==> config.mk <==
export PLATFORM = sky130hd
export DESIGN_NAME = shift_sequencer
export DESIGN_NICKNAME = d
export VERILOG_FILES = /design/src/rtl/shift_sequencer_pkg.sv /design/src/rtl/sra_step_unit.sv /design/src/rtl/shift_sequencer.sv
export SDC_FILE = /design/constraint.sdc
export NUM_CORES = 1
export LEC_CHECK = 0
export ABC_AREA = 1
export BUFFER_PORTS_ARGS = -buffer_cell sky130_fd_sc_hd__buf_2
export CORE_AREA = 2 2 75 77
export CTS_BUF_LIST = sky130_fd_sc_hd__clkbuf_8
export CTS_CLUSTER_SIZE = 40
export DETAILED_ROUTE_END_ITERATION = 10
export DIE_AREA = 0 0 77 79
export PLACE_DENSITY = 0.79
export SLEW_MARGIN = 20
export SYNTH_ARGS = -nofsm -noshare
export SYNTH_HDL_FRONTEND = slang
export SYNTH_SLANG_ARGS = --single-unit
==> constraint.sdc <==
create_clock -name clock -period 1.22 [get_ports clock]
set_clock_uncertainty 0.05 [all_clocks]
set_input_delay 0.183 -clock clock [delete_from_list [all_inputs] [get_ports clock]]
set_output_delay 0.183 -clock clock [all_outputs]
set_load 0.03 [all_outputs]
==> src/rtl/shift_sequencer_pkg.sv <==
// Shared definitions for the serial right-shift sequencer: default widths
// and the controller state encoding.
package shift_sequencer_pkg;

  // Default datapath and shift-amount widths.
  localparam int DEFAULT_WIDTH = 32;
  localparam int DEFAULT_AMT_W = 5;

  // Controller states. The encoding is fixed so that other blocks and
  // debug tooling can decode the raw two-bit value.
  typedef enum logic [1:0] {
    IDLE  = 2'b00,
    SHIFT = 2'b01,
    DONE  = 2'b10
  } state_t;

endpackage : shift_sequencer_pkg

==> src/rtl/sra_step_unit.sv <==
// One-bit right shift: purely combinational. The vacated MSB takes the old
// MSB when arithmetic fill is selected, otherwise zero.
module sra_step_unit
  import shift_sequencer_pkg::*;
#(
  parameter int WIDTH = DEFAULT_WIDTH
) (
  input  logic [WIDTH-1:0] i_data,
  input  logic             i_arith,
  output logic [WIDTH-1:0] o_data
);

  logic w_fill;

  // Sign fill only when arithmetic mode is selected.
  assign w_fill = i_arith & i_data[WIDTH-1];

  // Drop the LSB and insert the fill bit at the top.
  assign o_data = {w_fill, i_data[WIDTH-1:1]};

endmodule : sra_step_unit

==> src/rtl/shift_sequencer.sv <==
// Multi-cycle right shifter. An accepted operand is shifted one bit per
// clock until the requested amount is exhausted; the result is then held
// until the consumer takes it. flush aborts any operation in progress.
module shift_sequencer
  import shift_sequencer_pkg::*;
#(
  parameter int WIDTH = DEFAULT_WIDTH,
  parameter int AMT_W = DEFAULT_AMT_W
) (
  input  logic             clock,
  input  logic             reset_n,
  input  logic             in_valid,
  output logic             in_ready,
  input  logic [WIDTH-1:0] in_data,
  input  logic [AMT_W-1:0] in_amt,
  input  logic             in_arith,
  input  logic             flush,
  output logic             out_valid,
  input  logic             out_ready,
  output logic [WIDTH-1:0] out_data,
  output logic             busy
);

  state_t             r_state;
  state_t             w_next_state;
  logic [WIDTH-1:0]   r_result;
  logic [AMT_W-1:0]   r_count;
  logic               r_arith;
  logic [WIDTH-1:0]   w_shifted;
  logic               w_accept;
  logic               w_step;
  logic               w_count_last;

  // An accept needs an idle controller and no concurrent abort.
  assign w_accept     = in_valid && (r_state == IDLE) && !flush;
  // A shift step happens on every SHIFT cycle that is not being aborted.
  assign w_step       = (r_state == SHIFT) && !flush;
  // The current SHIFT cycle is the one that takes the count from 1 to 0.
  assign w_count_last = (r_count == AMT_W'(1));

  sra_step_unit #(
    .WIDTH (WIDTH)
  ) u_sra_step (
    .i_data  (r_result),
    .i_arith (r_arith),
    .o_data  (w_shifted)
  );

  // State register.
  // NOTE: clocked state always uses non-blocking assignments so every
  // register samples pre-edge values, independent of block ordering.
  always_ff @(posedge clock or negedge reset_n) begin
    if (!reset_n) begin
      r_state <= IDLE;
    end else begin
      r_state <= w_next_state;
    end
  end

  // Next-state decode; flush overrides both accept and consumption.
  // NOTE: the default assignment first guarantees every path drives
  // w_next_state, so no latch can be inferred.
  always_comb begin
    w_next_state = r_state;
    unique case (r_state)
      IDLE: begin
        if (w_accept) begin
          w_next_state = (in_amt == '0) ? DONE : SHIFT;
        end
      end
      SHIFT: begin
        if (flush) begin
          w_next_state = IDLE;
        end else if (w_count_last) begin
          w_next_state = DONE;
        end
      end
      DONE: begin
        if (flush || out_ready) begin
          w_next_state = IDLE;
        end
      end
      default: begin
        w_next_state = IDLE;
      end
    endcase
  end

  // Datapath: capture the operation on accept, then step it in SHIFT.
  // NOTE: these datapath registers are reset on purpose so out_data reads
  // zero during and after reset rather than leftover operand bits.
  always_ff @(posedge clock or negedge reset_n) begin
    if (!reset_n) begin
      r_result <= '0;
      r_count  <= '0;
      r_arith  <= 1'b0;
    end else if (w_accept) begin
      r_result <= in_data;
      r_count  <= in_amt;
      r_arith  <= in_arith;
    end else if (w_step) begin
      r_result <= w_shifted;
      r_count  <= r_count - AMT_W'(1);
    end
  end

  assign in_ready  = (r_state == IDLE);
  assign out_valid = (r_state == DONE);
  assign busy      = (r_state != IDLE);
  assign out_data  = r_result;

endmodule : shift_sequencer

==> results by group <==
Status
  • Status: complete, but fails checks
  • Failing checks: negative setup slack

Place
  • Hpwl dp: 3.62 mm
  • GPL Wtd Cong: 0.754
  • Pre-CTS WS: -18.0 ps
  • Port buffer count: 77
  • Placed cell area: 0.00258 sq mm

Floorplan
  • Die Area: 0.00608 sq mm
  • # IOs: 78
  • Die height: 79 um
  • Row Count: 27
  • Core Box Area: 0.00534 sq mm
  • Starting Density: 38.5%
  • Die Width: 77 um

Run
  • Max-Cap Viols: 0

Worst setup path
  • Worst Setup End Kind: output pin
  • Setup crit start kind: register
  • Worst-path maximum fanout: 3
  • CP required: 990 ps
  • Critical Path AT: between 1000 and 1500 ps
  • Crit Path Category: reg -> out

Synth
  • Syn. warnings: 0
  • Simple-gate share of the synthesized area: 39.2%
  • FF+latch count, synth: 40
  • Synth Area in XOR/XNOR: less than 1%
  • Sequential area share after synthesis: around half
  • Largest family of logic cells by synthesized area: simple AND/OR/NAND/NOR gates
  • Post-Syn Nets: 298
  • Cell Area, Synth: 0.00206 sq mm
  • Top-area cell type share of the netlist area: 48.7%
  • Complex-gate fraction of the synthesized area: 1.89%
  • Top post-synthesis cells by area: dfrtp_1, nand3_1, nand2_1
  • Top cell type by total area after synthesis: dfrtp_1
  • Syn Inst Count: between 200 and 300
  • Post-synthesis mux area share: 0%
  • Adder-Cell Fraction of Synth Area: 1.22%
  • Synth unique cells: 18
  • Syn Area/Cell: 8.13 sq um

Clock network
  • Total CTS buffers: 5
  • H-tree level count: 2
  • CTS tree: yes
  • Worst-path clk slew: 80 ps
  • CTS Root Cell: clkbuf_8
  • Sink Count: 40
  • Clk Latency, worst-skew pair: 290 ps
  • Clock Path Buffers: 2

Power and ir drop
  • Switch share: 47.2%
  • Static Leak: 1.48 nW
  • Cell Pwr Density: 2600 mW/mm^2
  • Reg power frac: approximately a third
  • Overall Power: between 7 and 8 mW
  • Comb power frac: between 50% and 60%
  • IR drop worst, VDD: around 1.2 mV
  • Clock network power share: ~11%
  • Internal power: 3.90 mW
  • Net Switching: 3.48 mW

Min path
  • Type of the worst min-delay path: in -> reg

Timing
  • Final hold viol count: 0
  • Crit share post-route: 109%
  • Relative slew slack: 85.0%
  • Max Slew Vio Count: 0
  • Tightest Pin Transition: ~220 ps
  • Setup-failing EPs final: 42
  • Final setup margin: -112 ps
  • Tmin final: 1330 ps
  • Max Freq: around 750 MHz
  • RSZ-0062 raised after global routing: yes
  • Total negative slack: -2640 ps

Global route
  • First-pass GRT wire length: ~8.5 mm
  • Initial antenna violation count: 0
  • Number of global-route vias before repair: 1,863
  • Largest net degree at the start of global routing: 41
  • GR Overflow Total: 0
  • GRT Overall Usage: 17.3%

Detailed routing
  • Drt total wl: around 5.6 mm
  • Vias per cell: 5.16
  • Routed Antenna Nets: 0
  • Drt pass-1 iters: 4
  • Drt wl/cell: 13.7 um
  • First DRT Iteration DRCs: 129
  • DRC: 0
  • Via count: 2,112

Cells and area
  • Fin nets: 382
  • Design Area, Final: 0.00284 sq mm
  • Most frequent cells in the layout: nand3_1, buf_2, nand2_1, dfrtp_1, nand3_2
  • Area Overhead vs Synth: 38.0%
  • FILL cells: 532
  • Share of cells above drive strength 1: roughly 36%
  • Final design utilization: ~53%
  • Most common cell after layout, fill and taps aside: nand3_1
  • Diode count: 0
[critical path, stage by stage (launching register included)]
cell and delay, ps:
dfrtp_2 440, nor2_4 140, buf_6 120, buf_6 120
[Yosys cell counts]
| cell type | count |
|---|---|
| buf_6 | 6 |
| nor2_4 | 1 |
| dfrtp_1 | 40 |
| nand3_1 | 103 |
| xnor2_1 | 1 |
| nand2_1 | 56 |
| inv_2 | 3 |
| o211ai_1 | 3 |
| nor2_1 | 10 |
| ha_1 | 2 |
| inv_1 | 8 |
| o21ai_0 | 2 |
| o22ai_1 | 1 |
| nor2_2 | 1 |
| buf_2 | 9 |
| nand4_1 | 2 |
| nand2_2 | 2 |
| buf_4 | 3 |
[final timing paths]
kind                                    end       start  slack [ps]  cells after the start
worst max-delay path               in_ready  r_state[0]        -110                      3
worst min register to register      r_arith     r_arith         450                      2
worst max register to register   r_count[2]  r_state[0]        -110                      6
max in group asynchronous        r_state[0]     reset_n         560                      3
worst min-delay path            out_data[0]  in_data[0]          50                      3
min in group asynchronous       out_data[1]     reset_n         340                      3
[what timing repair did]
action,CTS,global route
gates cloned,0,2
resized for setup,12,16
hold buffers,1,0
pin swaps,2,4
endpoints found under the hold margin,40,0
endpoints found under the setup margin,36,43
setup buffers,2,1
[kinds of logic (layout without fill, tap and decap cells)]
logic type / Yosys count / in the layout
flops: 40 / 40
simple gates: 175 / 175
compound gates: 6 / 6
fa+ha+maj: 2 / 2
buf+inv: 29 / 113
xor+xnor: 1 / 1
[registers in the layout (all words and copies together) (netlist names)]
register  cells
r_count       5
r_state       2
out_data     32
r_arith       1
[power by group through the flow]
| stage | registers (mW) | logic [mW] | clock network [mW] |
|---|---|---|---|
| after floorplan | 3.22 | 1.72 | 0 |
| after global placement | 2.39 | 3.62 | 0 |
| after detailed placement | 2.39 | 3.71 | 0 |
| after CTS | 2.39 | 3.89 | 0.850 |
| after global routing | 2.50 | 4.46 | 0.892 |
| final | 2.43 | 4.12 | 0.824 |
[final cells by class]
class	count	area (sq um)	area share, %
timing repair buffer	95	679	23.9
clock buffer	5	68.8	2.43
inverter	11	43.8	1.54
multi-input combinational	184	945	33.3
sequential	40	1000	35.3
tap	72	90.1	3.17
clock inverter	2	8.76	0.309
[per-layer routing]
metal  routed length, um  vias up  global-route usage (%)
met1                2490     1004                    23.2
met2                2700       82                    27.8
li1                    -     1018                       -
met5                   0        -                       0
met3                 318        8                    4.09
met4                  80        0                    5.54
[metrics by stage]
| step | std cells | hold slack (ps) |
|---|---|---|
| 2_1_floorplan | 253 | -163 |
| 3_3_place_gp | 396 | 126 |
| 3_5_place_dp | 396 | 122 |
| 4_1_cts | 406 | 46.1 |
| 5_1_grt | 409 | 58.5 |
| 6_report | 409 | 54.2 |
(Power assumes the default switching activity.)
